[src/rtl/triangle_fifo_reader_if.sv]
// Read-side bundle between the TriangleFIFO and CalcLine: FIFO read port plus the
// valid/ready record stream. The reader takes the master view, the environment the slave.
interface triangle_fifo_reader_if #(
    parameter int DATA_W = 224
);
    logic [DATA_W-1:0] TriangleFIFO_ReadData;
    logic              TriangleFIFO_empty;
    logic              TriangleFIFO_pop;
    logic [DATA_W-1:0] TriangleFIFO_CalcLine_Data;
    logic              TriangleFIFO_CalcLine_valid;
    logic              CalcLine_TriangleFIFO_ready;

    modport master (
        input  TriangleFIFO_ReadData,
        input  TriangleFIFO_empty,
        output TriangleFIFO_pop,
        output TriangleFIFO_CalcLine_Data,
        output TriangleFIFO_CalcLine_valid,
        input  CalcLine_TriangleFIFO_ready
    );

    modport slave (
        output TriangleFIFO_ReadData,
        output TriangleFIFO_empty,
        input  TriangleFIFO_pop,
        input  TriangleFIFO_CalcLine_Data,
        input  TriangleFIFO_CalcLine_valid,
        output CalcLine_TriangleFIFO_ready
    );
endinterface

[src/rtl/triangle_fifo_reader.sv]
// TriangleFIFO read controller: pops records, hides the FIFO read latency behind a
// 2-entry skid buffer and streams records to CalcLine, with frame flush and dispatch count.
module triangle_fifo_reader #(
    parameter int DATA_W       = 224,
    parameter int READ_LATENCY = 1,
    parameter int CNT_W        = 16
) (
    input  logic                   clk100,
    input  logic                   rst_n,
    input  logic                   nextFrame,
    triangle_fifo_reader_if.master fifoBus,
    output logic [CNT_W-1:0]       Dispatch_count
);
    localparam int IW = $clog2(READ_LATENCY + 1);

    logic [1:0]        occReg;
    logic [1:0]        occNext;
    logic [DATA_W-1:0] bufReg [2];
    logic [DATA_W-1:0] bufNext [2];
    logic              flightReg [READ_LATENCY];
    logic [IW-1:0]     discardReg;
    logic [IW-1:0]     discardNext;
    logic [CNT_W-1:0]  countReg;
    logic [CNT_W-1:0]  countNext;

    logic              headValid;
    logic [DATA_W-1:0] headData;
    logic              transfer;
    logic              popComb;
    logic              retBit;
    logic              retLive;
    logic [IW-1:0]     inflightCnt;
    logic [IW-1:0]     liveInflight;
    logic [3:0]        commitment;
    logic [1:0]        wrIdx;

    assign headValid = (occReg != 2'd0);
    assign headData  = bufReg[0];
    assign transfer  = headValid && fifoBus.CalcLine_TriangleFIFO_ready;
    assign retBit    = flightReg[READ_LATENCY-1];
    // A returning beat owed to a flushed frame is swallowed while the discard count is non-zero.
    assign retLive   = retBit && (discardReg == '0);
    assign wrIdx     = occReg - 2'(transfer);

    always_comb begin
        inflightCnt = '0;
        for (int i = 0; i < READ_LATENCY; i++) begin
            inflightCnt = inflightCnt + IW'(flightReg[i]);
        end
    end

    assign liveInflight = inflightCnt - discardReg;
    assign commitment   = 4'(occReg) + 4'(liveInflight) - 4'(transfer);

    // Only pop when the buffer can absorb every live beat still on its way back.
    always_comb begin
        popComb = 1'b0;
        if (rst_n && !nextFrame && !fifoBus.TriangleFIFO_empty && (commitment < 4'd2)) begin
            popComb = 1'b1;
        end
    end

    always_comb begin
        occNext     = occReg;
        bufNext     = bufReg;
        countNext   = countReg;
        discardNext = discardReg;
        if (nextFrame) begin
            occNext     = 2'd0;
            bufNext[0]  = '0;
            bufNext[1]  = '0;
            countNext   = '0;
            // Everything still travelling after this edge belongs to the dropped frame.
            discardNext = inflightCnt - IW'(retBit);
        end else begin
            occNext = occReg + 2'(retLive) - 2'(transfer);
            if (transfer) begin
                bufNext[0] = bufReg[1];
                if (countReg != '1) begin
                    countNext = countReg + CNT_W'(1);
                end
            end
            if (retLive) begin
                bufNext[wrIdx[0]] = fifoBus.TriangleFIFO_ReadData;
            end
            if (retBit && (discardReg != '0)) begin
                discardNext = discardReg - IW'(1);
            end
        end
    end

    always_ff @(posedge clk100 or negedge rst_n) begin
        if (!rst_n) begin
            occReg     <= 2'd0;
            discardReg <= '0;
            countReg   <= '0;
        end else begin
            occReg     <= occNext;
            discardReg <= discardNext;
            countReg   <= countNext;
        end
    end

    genvar gi;
    generate
        for (gi = 0; gi < 2; gi++) begin : gBuf
            always_ff @(posedge clk100 or negedge rst_n) begin
                if (!rst_n) begin
                    bufReg[gi] <= '0;
                end else begin
                    bufReg[gi] <= bufNext[gi];
                end
            end
        end

        // One bit per pop in flight; the last stage lines up with ReadData being valid.
        for (gi = 0; gi < READ_LATENCY; gi++) begin : gFlight
            if (gi == 0) begin : gHead
                always_ff @(posedge clk100 or negedge rst_n) begin
                    if (!rst_n) begin
                        flightReg[gi] <= 1'b0;
                    end else begin
                        flightReg[gi] <= popComb;
                    end
                end
            end else begin : gTail
                always_ff @(posedge clk100 or negedge rst_n) begin
                    if (!rst_n) begin
                        flightReg[gi] <= 1'b0;
                    end else begin
                        flightReg[gi] <= flightReg[gi-1];
                    end
                end
            end
        end
    endgenerate

    assign fifoBus.TriangleFIFO_pop            = popComb;
    assign fifoBus.TriangleFIFO_CalcLine_valid = headValid;
    assign fifoBus.TriangleFIFO_CalcLine_Data  = headData;
    assign Dispatch_count                      = countReg;

    holdStable: assert property (@(posedge clk100) disable iff (!rst_n)
        (headValid && !fifoBus.CalcLine_TriangleFIFO_ready && !nextFrame)
            |=> (headValid && $stable(headData)));

    occBound: assert property (@(posedge clk100) disable iff (!rst_n)
        occNext <= 2'd2);

endmodule

[src/flat_wrapper.sv]
// flat-port wrapper written by rule: the top's interface ports become plain ports
module triangle_fifo_reader_flat 
#(
    parameter int DATA_W       = 224,
    parameter int READ_LATENCY = 1,
    parameter int CNT_W        = 16
)
  (clk100, rst_n, nextFrame, Dispatch_count, fifoBus_TriangleFIFO_ReadData, fifoBus_TriangleFIFO_empty, fifoBus_TriangleFIFO_pop, fifoBus_TriangleFIFO_CalcLine_Data, fifoBus_TriangleFIFO_CalcLine_valid, fifoBus_CalcLine_TriangleFIFO_ready);
  triangle_fifo_reader_if #(.DATA_W(DATA_W)) fifoBus_i ();
  input  logic clk100;
  input  logic rst_n;
  input  logic nextFrame;
  output logic [CNT_W-1:0] Dispatch_count;
  input wire logic [$bits(fifoBus_i.TriangleFIFO_ReadData)-1:0] fifoBus_TriangleFIFO_ReadData;
  input wire logic [$bits(fifoBus_i.TriangleFIFO_empty)-1:0] fifoBus_TriangleFIFO_empty;
  output wire logic [$bits(fifoBus_i.TriangleFIFO_pop)-1:0] fifoBus_TriangleFIFO_pop;
  output wire logic [$bits(fifoBus_i.TriangleFIFO_CalcLine_Data)-1:0] fifoBus_TriangleFIFO_CalcLine_Data;
  output wire logic [$bits(fifoBus_i.TriangleFIFO_CalcLine_valid)-1:0] fifoBus_TriangleFIFO_CalcLine_valid;
  input wire logic [$bits(fifoBus_i.CalcLine_TriangleFIFO_ready)-1:0] fifoBus_CalcLine_TriangleFIFO_ready;
  assign fifoBus_i.TriangleFIFO_ReadData = fifoBus_TriangleFIFO_ReadData;
  assign fifoBus_i.TriangleFIFO_empty = fifoBus_TriangleFIFO_empty;
  assign fifoBus_TriangleFIFO_pop = fifoBus_i.TriangleFIFO_pop;
  assign fifoBus_TriangleFIFO_CalcLine_Data = fifoBus_i.TriangleFIFO_CalcLine_Data;
  assign fifoBus_TriangleFIFO_CalcLine_valid = fifoBus_i.TriangleFIFO_CalcLine_valid;
  assign fifoBus_i.CalcLine_TriangleFIFO_ready = fifoBus_CalcLine_TriangleFIFO_ready;
  triangle_fifo_reader #(.DATA_W(DATA_W), .READ_LATENCY(READ_LATENCY), .CNT_W(CNT_W)) u_core (.clk100(clk100), .rst_n(rst_n), .nextFrame(nextFrame), .fifoBus(fifoBus_i), .Dispatch_count(Dispatch_count));
endmodule
[config.mk]
export PLATFORM = sky130hd
export DESIGN_NAME = triangle_fifo_reader_flat
export DESIGN_NICKNAME = d
export VERILOG_FILES = /design/src/rtl/triangle_fifo_reader_if.sv /design/src/rtl/triangle_fifo_reader.sv /design/src/flat_wrapper.sv
export SDC_FILE = /design/constraint.sdc
export NUM_CORES = 1
export LEC_CHECK = 0
export BUFFER_PORTS_ARGS = -buffer_cell sky130_fd_sc_hd__buf_2
export CORE_ASPECT_RATIO = 0.7
export CORE_MARGIN = 2
export CORE_UTILIZATION = 49
export CTS_CLUSTER_SIZE = 14
export DETAILED_ROUTE_END_ITERATION = 10
export GPL_ROUTABILITY_DRIVEN = 0
export MAX_ROUTING_LAYER = met4
export PLACE_DENSITY = 0.83
export SLEW_MARGIN = 30
export SYNTH_ARGS = -nofsm -noshare
export SYNTH_HDL_FRONTEND = slang
export SYNTH_SLANG_ARGS = --single-unit
[constraint.sdc]
create_clock -name clk100 -period 2.8 [get_ports clk100]
set_input_delay 0.14 -clock clk100 [delete_from_list [all_inputs] [get_ports clk100]]
set_output_delay 0.14 -clock clk100 [all_outputs]
set_load 0.05 [all_outputs]
==> results of run 1 <==
[metal layers]
| layer | share of wire | global-route usage | vias up | wire [um] |
|---|---|---|---|---|
| met5 | 0 | - | - | 0 |
| met4 | 0.046 | 0.1252 | 0 | 2959 |
| met3 | 0.093 | 0.06141 | 288 | 5990 |
| met2 | 0.48 | 0.4465 | 1268 | 30930 |
| met1 | 0.38 | 0.3646 | 9309 | 24720 |
| li1 | - | - | 7965 | - |
[power breakdown]
part           leakage [uW]  internal (uW)  total [uW]  switching [uW]
combinational       0.00541           1680        6770            5090
sequential          0.00648           7590        8120             536
clock              0.000754           3560        6280            2710
total                0.0126          12800       21200            8340
[cell families after synthesis]
logic type,Yosys count
simple gates,725
compound gates,482
flops,468
buf+inv,409
fa+ha+maj,9
xor+xnor,4
[through the flow]
stage	cell area [sq um]	std cells	setup WS [ps]
finish	26430	3104	-63.15
global route	26430	3103	-189.5
CTS	26360	3098	-70.52
detailed placement	22500	2783	280.2
global placement	22490	2783	331.8
floorplan	21430	2097	-47.92
[synthesized netlist by cell type, types with 3 or more instances]
library cell  count
clkbuf_1        108
nand2_1         454
o21ai_0           5
inv_1             8
o31ai_1           6
o21ai_1           3
nor2_1          230
buf_4           245
a22o_1          224
ha_1              9
dfrtp_1         468
nand3_1           5
xnor2_1           3
nand4_1           5
buf_2            44
or3_1             7
or4_1             6
a21oi_1          16
a311oi_1        224
[worst max-delay path: stages (launching register included)]
cell	delay, ps
dfrtp_1	380
inv_1	60
ha_1	270
inv_1	70
ha_2	180
inv_2	40
ha_4	250
inv_2	40
ha_4	250
nor4bb_4	180
nand2_1	110
a21oi_2	160
buf_6	180
[worst min-delay path by stage]
stage,start,endpoint,depth (start not counted)
2_1_floorplan,rst_n,u_core.Dispatch_count[0]$_DFFE_PN0P_,0
3_3_place_gp,rst_n,u_core.bufReg[105]$_DFFE_PN0P_,1
3_5_place_dp,rst_n,u_core.bufReg[105]$_DFFE_PN0P_,1
4_1_cts,rst_n,u_core.bufReg[112]$_DFFE_PN0P_,2
5_1_grt,rst_n,u_core.fifoBus.TriangleFIFO_CalcLine_Data[108]$_DFF_PN0_,2
6_report,rst_n,u_core.bufReg[112]$_DFFE_PN0P_,2
[registers in the layout, summed over array words and instances, names as in the netlist]
register	flops
u_core.bufReg	224
u_core.occReg	2
u_core.flightReg	1
u_core.discardReg	1
u_core.fifoBus.TriangleFIFO_CalcLine_Data	224
u_core.Dispatch_count	16
[area by class of cell]
cell class,instances,area [sq um],area share
antenna,3,7.507,0.0002840
clock buffer,66,1358,0.05136
clock inverter,17,151.4,0.005728
inverter,9,38.79,0.001467
multi-input combinational,1220,7243,0.2740
sequential,468,11710,0.4431
tap,585,732.0,0.02769
timing repair buffer,736,5191,0.1964
[cells in the final DEF (no fill, tap or decap), drive strengths merged, types with 11 or more instances in the layout]
master / count
a21oi: 16
clkbuf: 66
clkinv: 11
dfrtp: 468
buf: 511
a22o: 224
inv: 12
dlygate4sd3: 225
a311oi: 224
nor2: 230
nand2: 455
[timing repair]
item                                   CTS  global route
buffers inserted                         7             1
setup endpoints to repair                1             2
hold buffers                           225             0
pin swaps                                5             0
endpoints found under the hold margin  519             0
gates resized for setup                  9             1
==> flow_metrics.py, run 1 <==
metrics = {
    "synth": {
        "synth_area_leaders": "dfrtp_1, a22o_1, a311oi_1, buf_4, nand2_1",
        "synth_top_family_by_area": "compound AO/OA/AOI/OAI gates",
        "synth_cells": 2097,
        "synth_top_area_cell": "dfrtp_1",
        "ys_seq_elements": 468,
        "synthAdderAreaFrac": 0.005265,
        "async_flop_share": 1.000,
        "synth-simple-area-share": 0.1348,
        "netlist_area_sq_um": 21390,
        "synth.area.mux_share": 0,
        "synth.top_cell.area_share": 0.5476,
        "syn-num-nets": 2335,
        "synthDistinctLibCells": 40,
        "synth-edff-count": 0,
        "ys_warn_count": 0,
        "yosysSeqAreaShare": 0.5476,
        "ys.flop_type": "dfrtp_1",
        "avgSynthCellArea_sq_um": 10.20,
        "synth-xor-area-share": 0.001638,
        "synth_compound_area_frac": 0.1929,
    },
    "sta": {
        "finalHoldViolCount": 0,
        "layout_min_cycle_time_ps": 2863,
        "tightest_slew_ps": 916.1,
        "finClkSkew_ps": 19.19,
        "rsz0062_at_grt": "yes",
        "setup_slack_ps": -63.15,
        "tns_ps": -63.15,
        "slew-limit-headroom": 0.3893,
        "setup_viol": 1,
        "slew_violations": 0,
        "fin_crit_sh": 1.023,
        "max_freq_mhz": 349.3,
        "whs_ps": 55.32,
    },
    "pwr": {
        "power.density_nw_per_um2": 800.9,
        "ir_drop_uv": 505.7,
        "total_power_uw": 21170,
        "leakagePower_uw": 0.01264,
    },
    "route": {
        "vias": 18830,
        "drt_iter0_drc": 2373,
        "first_pass_iters": 7,
        "via_per_inst": 6.066,
        "wl_um": 64610,
        "drc_errors": 0,
        "wl_per_cell_um": 20.81,
        "ant_nets": 0,
    },
    "hold_path": {
        "hp-class": "in2async",
    },
    "job": {
        "cap_violations": 0,
    },
    "critical_path": {
        "path_class": "reg2out",
        "rrSetupSlack_ps": 120,
        "endpoint": "fifoBus_TriangleFIFO_pop",
        "worstPathMaxFanout": 3,
        "reg2reg_depth": 15,
        "endpoint_kind": "primary output",
        "worstSetupStartpointType": "register",
        "setup.worst_path.start": "u_core.discardReg$_DFFE_PN0P_",
        "rr_startpoint": "u_core.discardReg$_DFFE_PN0P_",
        "required_ps": 2660,
        "rr_endpoint": "u_core.flightReg$_DFF_PN0_",
        "critical_path_arrival_ps": 2720,
    },
    "floorplanning": {
        "row_count": 63,
        "die-area_sq_um": 45360,
        "start_util": 0.5006,
        "ios": 471,
        "coreArea_sq_um": 42720,
        "die_y_um": 178.8,
        "die_w_um": 253.7,
    },
    "cells_and_area": {
        "final_core_util": 0.6187,
        "nets": 2718,
        "drive_gt1_frac": 0.2421,
        "fillers": 3101,
        "area.growth.synth_to_final_pct": 23.59,
    },
    "clocking": {
        "clk-insertion-delay-late_ps": 560,
        "cts-root-buf": "clkbuf_16",
        "clk_path_buf_depth": 3,
        "htree_levels": 2,
        "clkTransAtPathRegs_ps": 70,
        "numCtsBuffers": 45,
        "cts_sinks": 468,
        "cts_tree": "done",
    },
    "outcome": {
        "status": "finished with violations",
        "violations": "negative setup slack",
    },
    "place": {
        "dp_hpwl_um": 35520,
        "io_buffers": 470,
    },
    "global_routing": {
        "grt_usage": 0.2866,
        "grt_pass1_wl_um": 101900,
        "antenna_found_initial": 2,
        "grt_max_degree": 182,
        "grt_pass1_vias": 18850,
        "gr-total-overflow": 0,
    },
}
Power figures use the tool's default switching activity.
==> inputs of run 2 (changes only) <==
- CORE_UTILIZATION: 49 -> 32
- PLACE_DENSITY: 0.83 -> 0.61
==> run 2 against run 1 <==
Against the previous run: the flow still finishes with violations (negative setup slack); first-iteration DRC count down 27%; critical endpoint unchanged; largest cell class unchanged; critical path depth down 1; largest power group unchanged; count of clock-buffer cells in the layout up 2.
==> flow_metrics.py, run 2 (synthesis results as in run 1) <==
metrics = {
    "outcome": {
        "status": "finished with violations",
        "violations": "negative setup slack",
    },
    "route": {
        "drc_errors": 0,
        "first_pass_iters": 5,
        "ant_nets": 0,
        "drt_iter0_drc": 1739,
        "wl_per_cell_um": 18.68,
        "wl_um": 63830,
        "vias": 17760,
        "via_per_inst": 5.197,
    },
    "clocking": {
        "clk_path_buf_depth": 3,
        "cts-root-buf": "clkbuf_16",
        "cts_tree": "done",
        "clk-insertion-delay-late_ps": 580,
        "numCtsBuffers": 47,
        "cts_sinks": 468,
        "clkTransAtPathRegs_ps": 60,
        "htree_levels": 2,
    },
    "pwr": {
        "ir_drop_uv": 628.1,
        "power.density_nw_per_um2": 789.7,
        "leakagePower_uw": 0.01269,
        "total_power_uw": 21320,
    },
    "sta": {
        "fin_crit_sh": 1.021,
        "setup_viol": 1,
        "finClkSkew_ps": 20.39,
        "layout_min_cycle_time_ps": 2860,
        "setup_slack_ps": -59.64,
        "tns_ps": -59.64,
        "tightest_slew_ps": 1102,
        "whs_ps": 77.74,
        "rsz0062_at_grt": "yes",
        "max_freq_mhz": 349.7,
        "slew-limit-headroom": 0.2650,
        "finalHoldViolCount": 0,
        "slew_violations": 0,
    },
    "floorplanning": {
        "die-area_sq_um": 68950,
        "row_count": 79,
        "start_util": 0.3225,
        "coreArea_sq_um": 66320,
        "die_y_um": 220.3,
        "ios": 471,
        "die_w_um": 313.0,
    },
    "global_routing": {
        "gr-total-overflow": 0,
        "grt_util_met3": 0.03393,
        "busiest_layer": "met2",
        "grt_pass1_wl_um": 100700,
        "grt_util_met1": 0.2453,
        "use_met2": 0.2892,
        "antenna_found_initial": 4,
        "grt_max_degree": 149,
        "grt_usage": 0.1854,
        "grt_pass1_vias": 18090,
    },
    "critical_path": {
        "worstPathMaxFanout": 2,
        "required_ps": 2660,
        "worstSetupStartpointType": "register",
        "path_class": "reg2out",
        "endpoint_kind": "primary output",
        "critical_path_arrival_ps": 2720,
    },
    "cells_and_area": {
        "nets": 2728,
        "fin_cells": 3417,
        "layout_common_cells": "dfrtp_1, buf_2, nand2_1, nor2_1, dlygate4sd3_1",
        "multiInputGateArea_sq_um": 7251,
        "drive_gt1_frac": 0.2423,
        "fillers": 6290,
        "mostFrequentLayoutCell": "dfrtp_1",
        "final_cell_area_sq_um": 27000,
        "area.growth.synth_to_final_pct": 26.24,
        "regArea_sq_um": 11710,
    },
    "place": {
        "dpl-instance-area_sq_um": 23070,
        "io_buffers": 470,
        "dpl.cell_count": 3101,
        "dp_hpwl_um": 38100,
    },
    "job": {
        "cap_violations": 0,
    },
    "hold_path": {
        "hp-class": "in2async",
    },
}
run 2: cell count changes in the layout (fill, tap and decap cells not counted), sizes merged:
cell and change:
clkinvlp +3, clkbuf +3, dlygate4sd3 +1, buf +6, bufinv +2, inv -1, diode +1, clkinv -8
run 2: repair_timing:
action | CTS | global route
pin swaps | 4 | 1
resized for setup | 9 | 2
hold buffers | 226 | 0
hold endpoints to repair | 565 | 0
endpoints found under the setup margin | 1 | 1
buffers inserted | 3 | 1
run 2: worst max-delay path, stage by stage, from the launching register on:
cell and delay [ps]:
dfrtp_1 380, ha_1 300, inv_2 70, ha_4 130
inv_2 40, ha_4 250, inv_2 40, ha_4 240
nor4bb_4 260, nand2_1 90, a21oi_2 150, buf_6 180
run 2: area by class of cell:
type / count / area share
sequential: 468 / 0.4338
multi-input combinational: 1220 / 0.2685
timing repair buffer: 744 / 0.1975
clock buffer: 68 / 0.05019
tap: 891 / 0.04129
clock inverter: 13 / 0.006905
inverter: 9 / 0.001437
antenna: 4 / 0.0003707
run 2: through the flow:
stage                     utilization  setup slack [ps]
after CTS                      0.4063            -142.3
after floorplan                     -            -47.92
after global placement         0.3478             233.6
after detailed placement       0.3478             260.9
after global routing           0.4071            -222.8
final                          0.4071            -59.64
run 2: path summary, 6_finish.rpt:
kind | startpoint | endpoint | slack (ps) | cells after the start
worst min register to register | u_core.bufReg[187]$_DFFE_PN0P_ | u_core.bufReg[187]$_DFFE_PN0P_ | 500 | 1
max in group asynchronous | rst_n | u_core.bufReg[195]$_DFFE_PN0P_ | 1550 | 3
worst max register to register | u_core.occReg[0]$_DFF_PN0_ | u_core.fifoBus.TriangleFIFO_CalcLine_Data[91]$_DFF_PN0_ | 250 | 9
worst max-delay path | u_core.flightReg$_DFF_PN0_ | fifoBus_TriangleFIFO_pop | -60 | 11
worst min-delay path | rst_n | u_core.bufReg[138]$_DFFE_PN0P_ | 80 | 2
min in group clk100 | nextFrame | u_core.discardReg$_DFFE_PN0P_ | 140 | 2
run 2: where the power goes:
group	internal, uW	switching, uW
clock network	3720	2710
registers	7590	516
logic	1740	5040
total	13000	8270
run 2: routing by layer:
layer	vias to the layer above	wire, um
li1	7991	-
met1	8900	28060
met2	750	29970
met3	117	4243
met4	0	1559
met5	-	0
==> inputs of run 3 (changes only) <==
- BUFFER_PORTS_ARGS: -buffer_cell sky130_fd_sc_hd__buf_2 -> not set
- CORE_UTILIZATION: 32 -> 30
- DONT_BUFFER_PORTS: not set -> 1
- PLACE_DENSITY: 0.61 -> 0.52
==> run 3 against run 2 <==
Against the previous run: the run ends with negative hold slack, negative setup slack left; critical path depth did not move; first-iteration DRC count down 28%; core utilization is 4.1 points lower; maximum frequency grew 1.8%; count of clock-buffer cells in the layout increased by 5; cell count shrank 9.1%; critical endpoint unchanged; largest cell class unchanged; largest power group unchanged; highest routed layer unchanged.
==> flow_metrics.py, run 3 (synthesis results as in run 1) <==
metrics = {
    "outcome": {
        "status": "finished with violations",
        "violations": "negative hold slack, negative setup slack",
    },
    "route": {
        "wl_met2_um": 29440,
        "wl_met1_um": 27610,
        "vias": 16300,
        "wl_per_cell_um": 20.60,
        "top_layer_used": "met4",
        "wl_met3_um": 5637,
        "drt_iter0_drc": 1251,
        "first_pass_iters": 5,
        "via_per_inst": 5.250,
        "ant_nets": 0,
        "drc_errors": 0,
        "wl_um": 63960,
    },
    "hold_path": {
        "hp-class": "in2async",
    },
    "critical_path": {
        "endpoint_kind": "primary output",
        "rrSetupSlack_ps": 60,
        "required_ps": 2660,
        "critical_path_arrival_ps": 2670,
        "path_class": "reg2out",
        "worstPathMaxFanout": 2,
        "worstSetupStartpointType": "register",
    },
    "cells_and_area": {
        "drive_gt1_frac": 0.07886,
        "fillers": 6863,
        "multiInputGateArea_sq_um": 7276,
        "area.growth.synth_to_final_pct": 20.20,
        "nets": 2342,
        "layout_common_cells": "dfrtp_1, nand2_1, dlygate4sd3_1, nor2_1, a22o_1",
        "mostFrequentLayoutCell": "dfrtp_1",
        "fin_cells": 3105,
        "regArea_sq_um": 11720,
    },
    "clocking": {
        "numCtsBuffers": 50,
        "clk_path_buf_depth": 3,
        "cts_sinks": 468,
        "clkTransAtPathRegs_ps": 60,
        "cts_tree": "done",
        "cts-root-buf": "clkbuf_16",
        "clk-insertion-delay-late_ps": 580,
        "htree_levels": 2,
    },
    "global_routing": {
        "grt_max_degree": 470,
        "gr-total-overflow": 0,
        "grt_usage": 0.1670,
        "antenna_found_initial": 9,
        "grt_pass1_wl_um": 95720,
        "grt_pass1_vias": 16440,
    },
    "sta": {
        "setup_viol": 1,
        "layout_min_cycle_time_ps": 2808,
        "setup_slack_ps": -8.165,
        "slew_violations": 0,
        "fin_crit_sh": 1.003,
        "rsz0062_at_grt": "yes",
        "slew-limit-headroom": 0.2535,
        "finalHoldViolCount": 593,
        "finClkSkew_ps": 15.81,
        "tns_ps": -8.165,
        "max_freq_mhz": 356.1,
        "whs_ps": -739.6,
        "tightest_slew_ps": 1120,
    },
    "place": {
        "dp_hpwl_um": 35110,
        "io_buffers": 0,
        "dpl.cell_count": 2698,
    },
    "floorplanning": {
        "ios": 471,
        "die_w_um": 323.1,
        "die-area_sq_um": 73480,
        "coreArea_sq_um": 70230,
        "die_y_um": 227.4,
        "start_util": 0.3045,
        "row_count": 81,
    },
    "pwr": {
        "power.density_nw_per_um2": 832.4,
        "leakagePower_uw": 0.01111,
        "ir_drop_uv": 462.7,
    },
    "job": {
        "cap_violations": 0,
    },
}
-- run 3: per-stage QoR --
step	instance area, sq um	utilization	total power [uW]	hold slack (ps)	worst slack [ps]
6_report	25710	0.3660	21400	-739.6	-8.165
5_1_grt	25710	0.3660	22340	-800.4	-156.9
4_1_cts	25270	0.3598	21300	-801.6	-108.9
3_5_place_dp	20710	0.2949	13620	-143.4	298.3
3_3_place_gp	20710	0.2949	13550	-144.8	331.4
2_1_floorplan	21430	-	13580	-155.6	-47.92
-- run 3: where the power goes --
| group | leakage [uW] | switching [uW] | total (uW) | internal (uW) |
|---|---|---|---|---|
| clock network | 0.000845 | 2870 | 7010 | 4140 |
| logic | 0.00379 | 2310 | 3830 | 1520 |
| registers | 0.00647 | 3020 | 10600 | 7540 |
-- run 3: worst max-delay path: stages (launching register included) --
cell and delay [ps]:
dfrtp_1 390, ha_1 300, inv_2 70, ha_4 130
inv_2 40, ha_4 250, inv_2 30, ha_4 250
nor4bb_4 170, nand2_1 100, a21oi_2 190, buf_12 160
-- run 3: repair_timing --
item | in CTS | in global routing
endpoints found under the setup margin | 1 | 31
resized for setup | 5 | 19
pin swaps | 5 | 3
buffers inserted | 2 | 5
hold buffers | 279 | 18
gates cloned | 0 | 4
hold endpoints to repair | 936 | 658
-- run 3: final timing paths --
kind | endpoint | cells after the start | startpoint
setup / recovery | fifoBus_TriangleFIFO_pop | 11 | u_core.flightReg$_DFF_PN0_
hold / removal | u_core.fifoBus.TriangleFIFO_CalcLine_Data[42]$_DFF_PN0_ | 0 | rst_n
setup reg to reg | u_core.fifoBus.TriangleFIFO_CalcLine_Data[43]$_DFF_PN0_ | 10 | u_core.occReg[0]$_DFF_PN0_
hold reg to reg | u_core.bufReg[180]$_DFFE_PN0P_ | 1 | u_core.bufReg[180]$_DFFE_PN0P_
max in group asynchronous | u_core.bufReg[157]$_DFFE_PN0P_ | 0 | rst_n
min in group clk100 | u_core.fifoBus.TriangleFIFO_CalcLine_Data[5]$_DFF_PN0_ | 1 | nextFrame
-- run 3: cell type report --
class,instances,area share
sequential,468,0.4558
multi-input combinational,1220,0.2830
timing repair buffer,355,0.1453
clock buffer,73,0.05753
tap,954,0.04643
clock inverter,18,0.009540
inverter,9,0.001606
antenna,8,0.0007788
-- run 3: layer usage --
metal  GRT usage  up-vias
li1            -     7246
met2      0.2556      610
met1      0.2126     8348
met5           -        -
met4     0.04891        0
met3     0.05142       98
